[config.mk]
export PLATFORM = sky130hd
export DESIGN_NAME = boot_sequencer
export DESIGN_NICKNAME = d
export VERILOG_FILES = /design/src/rtl/boot_sequencer.sv
export SDC_FILE = /design/constraint.sdc
export NUM_CORES = 1
export LEC_CHECK = 0
export BUFFER_PORTS_ARGS = -buffer_cell sky130_fd_sc_hd__clkbuf_2
export CAP_MARGIN = 0
export CELL_PAD_IN_SITES_DETAIL_PLACEMENT = 1
export CELL_PAD_IN_SITES_GLOBAL_PLACEMENT = 1
export CORE_MARGIN = 4
export CORE_UTILIZATION = 36
export CTS_CLUSTER_SIZE = 8
export DETAILED_ROUTE_END_ITERATION = 8
export HOLD_SLACK_MARGIN = 0.03
export MAX_ROUTING_LAYER = met4
export PLACE_DENSITY_LB_ADDON = 0.25
export SLEW_MARGIN = 20
export SYNTH_ARGS = -nofsm -noshare
export SYNTH_HDL_FRONTEND = slang
export SYNTH_SLANG_ARGS = --single-unit
[constraint.sdc]
create_clock -name clock -period 2.55 [get_ports clock]
set_input_delay 0.1275 -clock clock [delete_from_list [all_inputs] [get_ports clock]]
set_output_delay 0.1275 -clock clock [all_outputs]
set_load 0.01 [all_outputs]
[src/rtl/boot_sequencer.sv]
// Byte-stream boot loader: fills program memory, then releases the CPU.
// Define BOOT_CHECKSUM_EN to require a 32-bit sum trailer before release.
module boot_sequencer #(
    parameter int unsigned MAX_WORDS = 4096
) (
    input  logic        clock,
    input  logic        reset,
    input  logic        in_valid,
    input  logic [7:0]  in_data,
    output logic        in_ready,
    output logic        cpu_reset,
    input  logic [29:0] cpu_bus_addr,
    input  logic [31:0] cpu_bus_data_w,
    input  logic [3:0]  cpu_bus_mask_w,
    output logic [29:0] mem_addr,
    output logic [31:0] mem_data_w,
    output logic [3:0]  mem_mask_w,
    output logic        busy,
    output logic        error
);

    localparam logic [4:0] S_HDR   = 5'b00001;
    localparam logic [4:0] S_LOAD  = 5'b00010;
    localparam logic [4:0] S_RUN   = 5'b01000;
    localparam logic [4:0] S_ERROR = 5'b10000;
`ifdef BOOT_CHECKSUM_EN
    localparam logic [4:0] S_CHECK = 5'b00100;
    localparam logic [4:0] S_DONE  = S_CHECK;
`else
    localparam logic [4:0] S_DONE  = S_RUN;
`endif

    logic [4:0]  state;
    logic [4:0]  state_next;
    logic [1:0]  byte_cnt;
    logic [23:0] shift;
    logic [29:0] n_words;
    logic [29:0] word_idx;
    logic [31:0] wr_data;
    logic        wr_pulse;
`ifdef BOOT_CHECKSUM_EN
    logic [31:0] sum;
`endif

    logic        run;
    logic        take;
    logic        last_byte;
    logic        last_word;
    logic [31:0] word;

    assign run       = (state == S_RUN);
    assign error     = (state == S_ERROR);
    assign in_ready  = !(run || error);
    assign busy      = in_ready;
    assign take      = in_valid && in_ready;
    assign last_byte = take && (byte_cnt == 2'd3);
    // Little-endian: the byte arriving now is the most significant one.
    assign word      = {in_data, shift};
    assign last_word = wr_pulse && (word_idx == n_words - 30'd1);

    assign mem_addr   = run ? cpu_bus_addr   : word_idx;
    assign mem_data_w = run ? cpu_bus_data_w : wr_data;
    assign mem_mask_w = run ? cpu_bus_mask_w : {4{wr_pulse}};

    always_comb begin
        state_next = state;
        unique case (state)
            S_HDR: begin
                if (last_byte) begin
                    if (word > 32'(MAX_WORDS))
                        state_next = S_ERROR;
                    else if (word == 32'd0)
                        state_next = S_DONE;
                    else
                        state_next = S_LOAD;
                end
            end
            S_LOAD: begin
                if (last_word)
                    state_next = S_DONE;
            end
`ifdef BOOT_CHECKSUM_EN
            S_CHECK: begin
                if (last_byte)
                    state_next = (word == sum) ? S_RUN : S_ERROR;
            end
`endif
            default: state_next = state;
        endcase
    end

    always_ff @(posedge clock) begin
        if (reset) begin
            state     <= S_HDR;
            byte_cnt  <= 2'd0;
            shift     <= 24'd0;
            n_words   <= 30'd0;
            word_idx  <= 30'd0;
            wr_data   <= 32'd0;
            wr_pulse  <= 1'b0;
            cpu_reset <= 1'b1;
`ifdef BOOT_CHECKSUM_EN
            sum       <= 32'd0;
`endif
        end else begin
            state     <= state_next;
            cpu_reset <= (state_next != S_RUN);
            wr_pulse  <= 1'b0;
            if (take) begin
                byte_cnt <= byte_cnt + 2'd1;
                shift    <= {in_data, shift[23:8]};
            end
            if (wr_pulse)
                word_idx <= word_idx + 30'd1;
            if (state == S_HDR && last_byte)
                n_words <= word[29:0];
            // Bytes taken during the pulse cycle already belong to the next word.
            if (state == S_LOAD && last_byte) begin
                wr_pulse <= 1'b1;
                wr_data  <= word;
`ifdef BOOT_CHECKSUM_EN
                sum      <= sum + word;
`endif
            end
        end
    end

endmodule

* Word level (Yosys, flattened, before mapping)
Index checks and enable logic that the tools add are counted.
** Word-level totals
- Input port bits :: 77
- Register bits after elaboration :: 125
** Operators by class
- Multiplexer cells :: 9
- Reductions and logical operators :: 8
- Eq/ne operators :: 7
- Order comparisons :: 1
- Add/sub/neg operators :: 3
** Operators with widths (number)
- $gt 32x13->1 const B :: 1
- $logic_not 32->1 :: 1
- $mux 32 :: 1
- $add 30x1->30 const B :: 1
- $eq 30x30->1 :: 1
- $mux 30 :: 1
- $sub 30x1->30 const B :: 1
- $mux 5 :: 3
- $pmux 5 s2 :: 1
- $mux 4 :: 2
- $eq 5x1->1 const B :: 1
- $eq 5x2->1 const B :: 1
- $eq 5x4->1 const B :: 1
- $eq 5x5->1 const B :: 1
- $logic_and 1x1->1 :: 5
- $ne 5x4->1 const B :: 1
- $add 2x1->2 const B :: 1
- $eq 2x2->1 const B :: 1
- $logic_not 1->1 :: 1
- $logic_or 1x1->1 :: 1
- $mux 1 :: 1

* Logic depth before layout (Yosys ltp)
Gate-level depths: netlist of the first run.
- Depth after elaboration :: 8
- Depth in mapped cells :: 10

* Worst setup path after synthesis of the first run
OpenSTA, ideal clock, no wires.
- Path type :: reg-to-reg
- Start point :: register n_words[8]
- End point :: register cpu_reset
- Setup time :: 0.136 ns
- Buffers on the path :: 3
- Required time :: 2.414 ns
- Slack :: -0.215 ns
- Data arrival time :: 2.628 ns
- Cell stages (with the launch flop) :: 11
- Cell sequence :: dfxtp_1 -> buf_6 -> or4_4 -> buf_6 -> or4_4 -> buf_6 -> o21a_1 -> o41ai_2 -> o2111ai_1 -> nor4_2 -> a31oi_1
** Between the ends
- Longest elaborated chain between the ends :: 6
** Ends and longest elaborated chain
- start, declared :: RTL line 37 : logic [29:0] n_words;
- start signal, assigned :: RTL line 116 : n_words <= word[29:0];
- $sub 30x1->30 :: RTL line 59 : assign last_word = wr_pulse && (word_idx == n_words - 30'd1);
- $eq 30x30->1 :: RTL line 59
- $logic_and 1x1->1 :: RTL line 59
- $mux 5 :: RTL line 79 : if (last_word)
- $pmux 5 s2 :: RTL line 67 : unique case (state)
- $ne 5x4->1 :: RTL line 107 : cpu_reset <= (state_next != S_RUN);
- end signal, assigned :: RTL line 107
- end, declared :: RTL line 11 : output logic cpu_reset,
No other way between the ends.
A chain may end at the register's enable or synchronous reset.

* Worst setup path after layout of the first run
- Start point :: register n_words[7]
- End point :: register state[3]
** Between the ends
- Longest elaborated chain between the ends :: 5
** Ends and longest elaborated chain
- $sub 30x1->30 :: RTL line 59
- $eq 30x30->1 :: RTL line 59
- $logic_and 1x1->1 :: RTL line 59
- $mux 5 :: RTL line 79
- $pmux 5 s2 :: RTL line 67
- end signal, assigned :: RTL line 106 : state <= state_next;
- end, declared :: RTL line 33 : logic [4:0] state;
No other way between the ends.

==> summary.txt, run 1 <==
Run status
  • Status: finished, violations left
  • Failing checks: setup timing

Critical path
  • WS Path Type: reg -> reg
  • CP max FO: 5
  • Crit start category: flip-flop
  • Critical path arrival: 2.90 ns
  • CP Capture Type: flip-flop
  • CP Data Required Time: 2.86 ns

Cells and area
  • Antenna Cells: 0
  • Util after Layout: 0.476
  • Fraction of layout cells with a size suffix above 1: 0.311
  • Non-filler instance count after layout: 1245
  • Fillers: 2214
  • Final nets: 1085
  • Area Growth Syn to Fin: 29.5%

Drt
  • Drt pass-1 iters: 4
  • DRC errors left: 0
  • Final ANT Viol Nets: 0
  • WL/cell: 16.6 µm
  • Routed Wire Length: 20.7 mm
  • Vias per inst: 5.23
  • Starting DRC count in detailed routing: 270
  • Vias: 6509

Timing
  • Clk_skew: 0.00772 ns
  • Final min period: 2.59 ns
  • Max frequency: 0.386 GHz
  • Min setup slack post-route: -0.0382 ns
  • Relative slew slack: 0.588
  • Setup violators final: 2
  • RSZ-0062 raised after global routing: true
  • Final Max Tran Viols: 0
  • Final hold vios: 0
  • Slew @ Worst Pin: 0.611 ns
  • Fin crit share: 1.01
  • Fin Setup TNS: -0.0744 ns

GRT
  • Global-route wire length before repair: 33.9 mm
  • Vias in the first global route: 6596
  • Gr usage total: 0.211
  • GRT overflow: 0
  • Initial antenna violation count: 0
  • Largest net degree at the start of global routing: 122

Synthesis
  • Seq/Total Area, Yosys: 0.377
  • Yosys warns: 0
  • Yosys cell types: 58
  • Async set-reset flop share out of synthesis: 0
  • Ys flop type: dfxtp_1
  • Leading post-synthesis cells by cell area: dfxtp_1, nand2_1, mux2_2
  • Post-synth EDFFs: 0
  • Synth area leader: dfxtp_1
  • Avg Cell Area, Syn: 7.94 µm²
  • Post-synth top cells: nand2_1, dfxtp_1, a21oi_1, mux2_2, clkbuf_1
  • Flops & latches, synth: 125
  • Cell area after synthesis: 0.00663 mm²
  • Syn_nets: 915
  • Synthesized instance count: 835
  • Synth top area share: 0.377
  • Most common cell in the netlist: nand2_1

Hold path
  • HP Class: in -> reg

Clocking
  • Reg clk slew, reported paths: 0.06 ns
  • Skew-Pair Late Insertion Delay: 0.42 ns
  • CTS tree: built
  • Number of H-tree levels: 4
  • CTS root buf: clkbuf_16
  • Clock sink count: 125
  • Clock buffer depth: 2
  • Total CTS buffers: 17

Floorplan
  • Die Area: 0.0207 mm²
  • Ports: 147
  • Die W: 144 µm
  • Starting density of the core: 0.368
  • # rows: 49
  • Core area: 0.0180 mm²
  • Die height: 144 µm

Power
  • Power Dens Cells: 514 mW/mm²
  • Tot Pwr: 0.00441 W
  • Peak VDD IR: 493 µV
  • LEAKAGE: 3.71 nW

Placement
  • Port Buffers: 146
  • HPWL after detailed placement: 14.5 mm
  • Dpl cells: 1204
  • GPL Wtd Cong: 0.857

Job
  • Max cap viols: 0
==> placed cells by master (no fill, tap or decap), types with 11 or more instances in the layout <==
| cell | n |
|---|---|
| nor2_1 | 46 |
| and3_1 | 11 |
| clkbuf_16 | 17 |
| nand3_1 | 17 |
| inv_1 | 13 |
| xor2_1 | 37 |
| mux2_2 | 62 |
| clkbuf_2 | 145 |
| nor4_1 | 18 |
| buf_4 | 51 |
| nand2_1 | 195 |
| xnor2_1 | 24 |
| nand4_1 | 13 |
| dfxtp_1 | 125 |
| o21ai_0 | 15 |
| a21oi_1 | 96 |
==> registers in the layout, summed over array words and instances (netlist names) <==
| signal | cells |
|---|---|
| byte_cnt | 2 |
| state | 5 |
| wr_data | 32 |
| cpu_reset | 1 |
| n_words | 30 |
| wr_pulse | 1 |
| shift | 24 |
| word_idx | 30 |
==> worst paths after layout <==
| kind | startpoint | endpoint | slack, ns | cells past startpoint |
|---|---|---|---|---|
| hold / removal | reset | cpu_reset$_SDFF_PP1_ | 0.18 | 4 |
| setup / recovery | n_words[7]$_SDFFE_PP0P_ | state[3]$_SDFF_PP0_ | -0.04 | 7 |
| setup reg to reg | n_words[7]$_SDFFE_PP0P_ | state[3]$_SDFF_PP0_ | -0.04 | 7 |
| hold reg to reg | wr_data[2]$_SDFFE_PP0P_ | wr_data[2]$_SDFFE_PP0P_ | 0.45 | 2 |
==> logic make-up after synthesis <==
family | count (synthesis) | share of synthesized area
and+or+nand+nor | 366 | 0.256
buffers and inverters | 71 | 0.0442
AOI/OAI and AO/OA | 146 | 0.129
muxes | 63 | 0.107
xor gates and xnor gates | 61 | 0.0806
DFF | 125 | 0.377
adders and majority gates | 3 | 0.00566
==> final cells by class <==
cell class | count | area [µm²] | area share
well taps | 229 | 287 | 0.0334
multi-input cells | 640 | 3960 | 0.461
clock buffers | 23 | 498 | 0.0580
repair buffers | 208 | 1250 | 0.146
flip-flops and latches | 125 | 2500 | 0.291
clock inverters | 7 | 38.8 | 0.00452
inverters | 13 | 48.8 | 0.00568
==> metrics by stage <==
stage | setup WS (ns) | hold slack, ns | cell area [µm²]
4_1_cts | -0.0595 | 0.165 | 8540
2_1_floorplan | -0.0360 | 0.263 | 6640
6_report | -0.0382 | 0.176 | 8590
3_3_place_gp | -0.0450 | 0.398 | 7840
3_5_place_dp | -0.127 | 0.407 | 7840
5_1_grt | -0.143 | 0.188 | 8590
==> routing by layer <==
layer,wire [µm],GRT usage,up-vias
li1,-,-,3240
met1,9690,0.276,3111
met2,9850,0.335,136
met3,852,0.0376,22
met4,279,0.0595,0
met5,0,-,-
==> what timing repair did <==
action	4_1_cts	5_1_grt
gates resized for setup	11	9
buffers inserted	1	0
gates cloned	1	0
hold endpoints to repair	23	0
setup endpoints to repair	3	3
pin swaps	1	4
hold buffers	9	0
==> report_power, final <==
| part | internal [W] | switching, W | total, W |
|---|---|---|---|
| registers | 0.00197 | 0.0000262 | 0.00200 |
| clock network | 0.00135 | 0.000863 | 0.00221 |
| logic | 0.0000915 | 0.000111 | 0.000203 |
| total | 0.00341 | 0.00100 | 0.00441 |
==> worst max-delay path: stages (launching register included) <==
cell      delay (ns)
dfxtp_1         0.30
or4_4           0.56
or4_4           0.56
o311a_1         0.33
a311oi_2        0.32
or3_4           0.20
nor4_4          0.04
a21o_1          0.16
Power figures use the tool's default switching activity.
==> run 2, diff against run 1 <==
CORE_ASPECT_RATIO = 0.9   (was not set)
==> summary.txt, run 2 (same netlist as run 1, synthesis figures left out) <==
Run status
  • Status: finished, violations left (unchanged)
  • Failing checks: setup timing (unchanged)

Job
  • Max cap viols: 0 (unchanged)

Timing
  • Slew @ Worst Pin: 0.625 ns (was 0.611 ns)
  • Final hold slack: 0.0992 ns (was 0.176 ns)
  • RSZ-0062 raised after global routing: true (unchanged)
  • Final Max Tran Viols: 0 (unchanged)
  • Clk_skew: 0.0126 ns (was 0.00772 ns)
  • Setup violators final: 3 (was 2)
  • Min setup slack post-route: -0.0807 ns (was -0.0382 ns)
  • Fin crit share: 1.03 (was 1.01)
  • Relative slew slack: 0.578 (was 0.588)
  • Max frequency: 0.380 GHz (was 0.386 GHz)
  • Final hold vios: 0 (unchanged)
  • Final min period: 2.63 ns (was 2.59 ns)

Cells and area
  • Area of the multi-input gates: 0.00394 mm² (was 0.00396 mm²)
  • Final nets: 1085 (unchanged)
  • Largest registers: wr_data: 32 flops, n_words: 30 flops, word_idx: 30 flops (unchanged)
  • Final instance area: 0.00866 mm² (was 0.00859 mm²)
  • Fraction of layout cells with a size suffix above 1: 0.313 (was 0.311)
  • Antenna Cells: 0 (unchanged)
  • Largest reg by FF count: wr_data (unchanged)
  • FF+latch area: 0.00250 mm² (about the same)
  • Area Growth Syn to Fin: 30.7% (was 29.5%)
  • Commonest non-fill, non-tap cells in the layout: nand2_1, clkbuf_2, dfxtp_1, a21oi_1, mux2_2 (unchanged)
  • Fillers: 2169 (was 2214)
  • Number of flip-flops in the largest register: 32 (unchanged)
  • Commonest non-fill, non-tap cell in the layout: nand2_1 (unchanged)

Critical path
  • CP Capture Type: flip-flop (unchanged)
  • Critical path arrival: 2.92 ns (was 2.90 ns)
  • CP Data Required Time: 2.84 ns (was 2.86 ns)
  • R2R Path Start: n_words[3]$_SDFFE_PP0P_ (was n_words[7]$_SDFFE_PP0P_)
  • Setup crit start: n_words[3]$_SDFFE_PP0P_ (was n_words[7]$_SDFFE_PP0P_)
  • Crit start category: flip-flop (unchanged)
  • CP max FO: 5 (unchanged)
  • WS Path Type: reg -> reg (unchanged)

Drt
  • WL/cell: 17.2 µm (was 16.6 µm)
  • Vias: 6639 (was 6509)
  • Drt pass-1 iters: 5 (was 4)
  • Starting DRC count in detailed routing: 319 (was 270)
  • Final ANT Viol Nets: 0 (unchanged)
  • Vias per inst: 5.28 (was 5.23)
  • DRC errors left: 0 (unchanged)
  • Routed Wire Length: 21.6 mm (was 20.7 mm)

Power
  • Peak VDD IR: 428 µV (was 493 µV)
  • LEAKAGE: 3.71 nW (about the same)
  • Net Sw Power: 0.00106 W (was 0.00100 W)
  • Clock share of power: 0.539 (was 0.501)
  • Seq pwr share: 0.418 (was 0.453)
  • Combinational share of power: 0.043 (was 0.046)
  • Switching portion of total power: 0.221 (was 0.227)
  • Internal power component: 0.00373 W (was 0.00341 W)
  • Power Dens Cells: 552 mW/mm² (was 514 mW/mm²)

Placement
  • Port Buffers: 146 (unchanged)
  • Placed cell areas: 0.00785 mm² (was 0.00784 mm²)
  • GPL Wtd Cong: 0.852 (was 0.857)
  • HPWL after detailed placement: 15.1 mm (was 14.5 mm)

Floorplan
  • Die height: 137 µm (was 144 µm)
  • # rows: 46 (was 49)
  • Die Area: 0.0207 mm² (about the same)
  • Ports: 147 (unchanged)
  • Starting density of the core: 0.372 (was 0.368)
  • Core area: 0.0178 mm² (was 0.0180 mm²)
  • Die W: 151 µm (was 144 µm)

GRT
  • GRT overflow: 0 (unchanged)
  • Met2 global-route usage: 0.335 (about the same)
  • Met3 GRT Util: 0.0447 (was 0.0376)
  • Met1 GRT Util: 0.284 (was 0.276)
  • Vias in the first global route: 6488 (was 6596)
  • GRT busiest layer: met2 (unchanged)
  • Gr usage total: 0.214 (was 0.211)
  • Largest net degree at the start of global routing: 99 (was 122)
  • Global-route wire length before repair: 34.0 mm (was 33.9 mm)
  • Initial antenna violation count: 0 (unchanged)

Clocking
  • Total CTS buffers: 17 (unchanged)
  • Clock sink count: 125 (unchanged)
  • Skew-Pair Late Insertion Delay: 0.42 ns (about the same)
  • CTS tree: built (unchanged)
  • Reg clk slew, reported paths: 0.06 ns (about the same)
  • Clock buffer depth: 2 (unchanged)
  • CTS root buf: clkbuf_16 (unchanged)
  • Number of H-tree levels: 4 (unchanged)

Hold path
  • HP Class: in -> reg (unchanged)
  • Hold Startpoint: reset (unchanged)
-- run 2: cell count changes in the layout (fill, tap and decap cells not counted), moves of 2 or more --
cell,delta
bufinv_16,+4
clkbuf_1,+2
clkbuf_8,-4
clkinv_2,-4
clkinvlp_4,+2
dfxtp_1,-2
dfxtp_2,+2
inv_6,+2
nor4_1,+2
nor4_4,-2
-- run 2: what timing repair did --
action	CTS	global route
buffers inserted	1	2
gates cloned	1	0
hold endpoints to repair	21	0
setup endpoints to repair	3	3
gates resized for setup	7	11
hold buffers	8	0
pin swaps	7	7
-- run 2: layer usage --
| layer | wire (µm) | part of all wire |
|---|---|---|
| met4 | 289 | 0.013 |
| met3 | 1050 | 0.049 |
| met1 | 10100 | 0.47 |
| met5 | 0 | 0 |
| met2 | 10100 | 0.47 |
-- run 2: critical path, cell delays in order (launching register included) --
cell and delay [ns]:
dfxtp_2 0.32, or4_4 0.54, or4_4 0.55, buf_4 0.16
a311o_1 0.28, a22oi_2 0.17, o2111ai_2 0.17, nor4_2 0.23
nor2_1 0.07
-- run 2: cell type report --
cell class	count	share of cell area
timing repair buffer	208	0.145
multi-input combinational	640	0.454
sequential	125	0.289
tap	240	0.0347
inverter	13	0.00563
clock inverter	10	0.0188
clock buffer	21	0.0520
-- run 2: stage by stage --
| stage | std cells | total power [W] | setup TNS [ns] | utilization | setup slack (ns) |
|---|---|---|---|---|---|
| final | 1257 | 0.00478 | -0.180 | 0.486 | -0.0807 |
| after CTS | 1255 | 0.00483 | -0.0673 | 0.482 | -0.0452 |
| after global placement | 1214 | 0.00223 | -0.0678 | 0.440 | -0.0528 |
| after global routing | 1257 | 0.00496 | -0.439 | 0.486 | -0.173 |
| after detailed placement | 1214 | 0.00223 | -0.145 | 0.440 | -0.0658 |
| after floorplan | 835 | 0.00212 | -0.0690 | - | -0.0360 |
-- run 2: worst paths after layout --
path	end	slack, ns	cells past startpoint
worst max-delay path	state[1]$_SDFF_PP0_	-0.08	8
worst min register to register	wr_data[26]$_SDFFE_PP0P_	0.45	2
worst min-delay path	word_idx[3]$_SDFFE_PP0P_	0.1	2
worst max register to register	state[1]$_SDFF_PP0_	-0.08	8
-- run 2: power groups by stage --
| stage | sequential, W | clock [W] | combinational, W |
|---|---|---|---|
| 6_report | 0.00200 | 0.00258 | 0.000208 |
| 5_1_grt | 0.00200 | 0.00273 | 0.000228 |
| 4_1_cts | 0.00200 | 0.00263 | 0.000206 |
| 3_5_place_dp | 0.00204 | 0 | 0.000193 |
| 3_3_place_gp | 0.00204 | 0 | 0.000188 |
| 2_1_floorplan | 0.00203 | 0 | 0.0000938 |
==> run 3, diff against run 2 <==
CORE_UTILIZATION = 43   (was 36)
clock period = 3.25 ns   (was 2.55 ns; I/O delays follow)
==> summary.txt, run 3 (same netlist as run 1, synthesis figures left out) <==
Timing
  • Relative slew slack: 0.332 (was 0.578)
  • Slew @ Worst Pin: 1.00 ns (was 0.625 ns)
  • Final Max Tran Viols: 0 (unchanged)
  • Setup violators final: 0 (was 3)
  • Clk_skew: 0.00678 ns (was 0.0126 ns)
  • Max frequency: 0.332 GHz (was 0.380 GHz)
  • Final min period: 3.01 ns (was 2.63 ns)
  • Fin crit share: 0.926 (was 1.03)
  • Final hold vios: 0 (unchanged)
  • Min setup slack post-route: 0.240 ns (was -0.0807 ns)
  • RSZ-0062 raised after global routing: false (was true)
  • Fin Setup TNS: 0 ns (was -0.180 ns)

GRT
  • Gr usage total: 0.237 (was 0.214)
  • Initial antenna violation count: 0 (unchanged)
  • GRT overflow: 0 (unchanged)
  • Global-route wire length before repair: 33.3 mm (was 34.0 mm)
  • Vias in the first global route: 6626 (was 6488)
  • Largest net degree at the start of global routing: 51 (was 99)

Critical path
  • CP max stage delay: 0.57 ns (was 0.55 ns)
  • Crit-path most repeated cell: nand4_1 (was or4_4)
  • Crit-path slowest cell: nor3b_1 (was or4_4)
  • Critical path arrival: 3.30 ns (was 2.92 ns)
  • Worst-path cell chain: inv_1 -> ha_1 -> nor3b_1 -> nand4_1 -> or3_1 -> a22oi_1 -> nand4_1 -> nor4_2 -> a31oi_1 (was or4_4 -> or4_4 -> buf_4 -> a311o_1 -> a22oi_2 -> o2111ai_2 -> nor4_2 -> nor2_1)
  • CP Capture Type: flip-flop (unchanged)
  • CP max FO: 6 (was 5)
  • WS Path Type: reg -> reg (unchanged)
  • CP Data Required Time: 3.54 ns (was 2.84 ns)
  • Crit start category: flip-flop (unchanged)

Placement
  • Port Buffers: 146 (unchanged)
  • Dpl ws: 0.238 ns (was -0.0658 ns)
  • GPL Wtd Cong: 0.930 (was 0.852)
  • HPWL after detailed placement: 13.9 mm (was 15.1 mm)

Clocking
  • PostCTS Resize Cnt: 0 (was 7)
  • Reg clk slew, reported paths: 0.06 ns (about the same)
  • Hold-fix buffers, CTS: 8 (unchanged)
  • Number of H-tree levels: 4 (unchanged)
  • Clock sink count: 125 (unchanged)
  • CTS tree: built (unchanged)
  • Clock buffer depth: 2 (unchanged)
  • CTS root buf: clkbuf_16 (unchanged)
  • Skew-Pair Late Insertion Delay: 0.43 ns (was 0.42 ns)
  • Total CTS buffers: 17 (unchanged)
  • Setup Buffers After CTS: 0 (was 1)

Drt
  • Met3 wire len: 955 µm (was 1.05 mm)
  • Met2 wire length: 9.17 mm (was 10.1 mm)
  • Drt pass-1 iters: 4 (was 5)
  • WL/cell: 16.8 µm (was 17.2 µm)
  • Uppermost routed layer: met4 (unchanged)
  • M1 wire length: 9.29 mm (was 10.1 mm)
  • Final ANT Viol Nets: 0 (unchanged)
  • DRC errors left: 0 (unchanged)
  • Routed Wire Length: 19.7 mm (was 21.6 mm)
  • Vias: 6379 (was 6639)
  • Vias per inst: 5.42 (was 5.28)
  • Starting DRC count in detailed routing: 341 (was 319)

Cells and area
  • Commonest non-fill, non-tap cell in the layout: nand2_1 (unchanged)
  • Fillers: 1886 (was 2169)
  • Number of flip-flops in the largest register: 32 (unchanged)
  • Area Growth Syn to Fin: 22.7% (was 30.7%)
  • Commonest non-fill, non-tap cells in the layout: nand2_1, clkbuf_2, dfxtp_1, a21oi_1, mux2_2 (unchanged)
  • Fraction of layout cells with a size suffix above 1: 0.272 (was 0.313)
  • Largest registers: wr_data: 32 flops, n_words: 30 flops, word_idx: 30 flops (unchanged)
  • Antenna Cells: 0 (unchanged)
  • Final nets: 1045 (was 1085)
  • Largest reg by FF count: wr_data (unchanged)

Floorplan
  • Core area: 0.0149 mm² (was 0.0178 mm²)
  • Die height: 126 µm (was 137 µm)
  • Starting density of the core: 0.444 (was 0.372)
  • Die Area: 0.0175 mm² (was 0.0207 mm²)
  • # rows: 42 (was 46)
  • Ports: 147 (unchanged)
  • Die W: 139 µm (was 151 µm)

Job
  • Max cap viols: 0 (unchanged)

Power
  • Peak VDD IR: 373 µV (was 428 µV)
  • Power Dens Cells: 438 mW/mm² (was 552 mW/mm²)
  • LEAKAGE: 3.44 nW (was 3.71 nW)

Run status
  • Status: complete, no violations (was finished, violations left)

Hold path
  • HP Class: in -> reg (unchanged)
run 3: cell count changes in the layout (fill, tap and decap cells not counted), moves of 3 or more:
cell	previous run	this run
nor4_2	5	1
nor4_1	20	25
or4_4	5	2
buf_12	3	0
buf_4	51	16
clkinvlp_4	2	6
run 3: cell type report:
| class | instances | area, µm² | area share |
|---|---|---|---|
| Clock buffer | 18 | 429 | 0.0527 |
| Clock inverter | 14 | 146 | 0.0180 |
| Inverter | 13 | 48.8 | 0.00600 |
| Multi-Input combinational cell | 639 | 3840 | 0.472 |
| Sequential cell | 125 | 2500 | 0.308 |
| Tap cell | 198 | 248 | 0.0304 |
| Timing Repair Buffer | 169 | 926 | 0.114 |
run 3: worst max-delay path: cells and delay by family, from the launching register on:
| kind | cells | cell delay [ns] |
|---|---|---|
| and+or+nand+nor | 5 | 2.00 |
| DFF | 1 | 0.35 |
| AOI/OAI and AO/OA | 2 | 0.26 |
| adders and majority gates | 1 | 0.20 |
| buffers and inverters | 1 | 0.07 |
run 3: power by group:
group          switching (W)  leakage, nW  internal [W]
combinational      0.0000837         2.17     0.0000653
sequential         0.0000223         1.01       0.00155
clock               0.000724        0.264       0.00112
run 3: metal layers:
metal / track usage / vias up
met2: 0.376 / 136
met1: 0.300 / 3058
met3: 0.0576 / 25
li1: - / 3160
met5: - / -
met4: 0.0725 / 0
run 3: path summary, 6_finish.rpt:
kind                                                   to  slack (ns)  cells past startpoint               startpoint
worst max-delay path                 cpu_reset$_SDFF_PP1_        0.24                      9  n_words[0]$_SDFFE_PP0P_
worst min-delay path            word_idx[28]$_SDFFE_PP0P_        0.17                      2                    reset
worst max register to register       cpu_reset$_SDFF_PP1_        0.24                      9  n_words[0]$_SDFFE_PP0P_
worst min register to register    wr_data[6]$_SDFFE_PP0P_        0.45                      2  wr_data[6]$_SDFFE_PP0P_
run 3: stage by stage:
stage	instance area [µm²]	hold slack [ns]	utilization	total power, W	std cells
final	8140	0.168	0.545	0.00357	1176
after global routing	8140	0.174	0.545	0.00369	1176
after CTS	8140	0.147	0.545	0.00360	1176
after detailed placement	7480	0.441	0.501	0.00174	1136
after global placement	7480	0.432	0.501	0.00174	1136
after floorplan	6630	0.298	-	0.00166	835
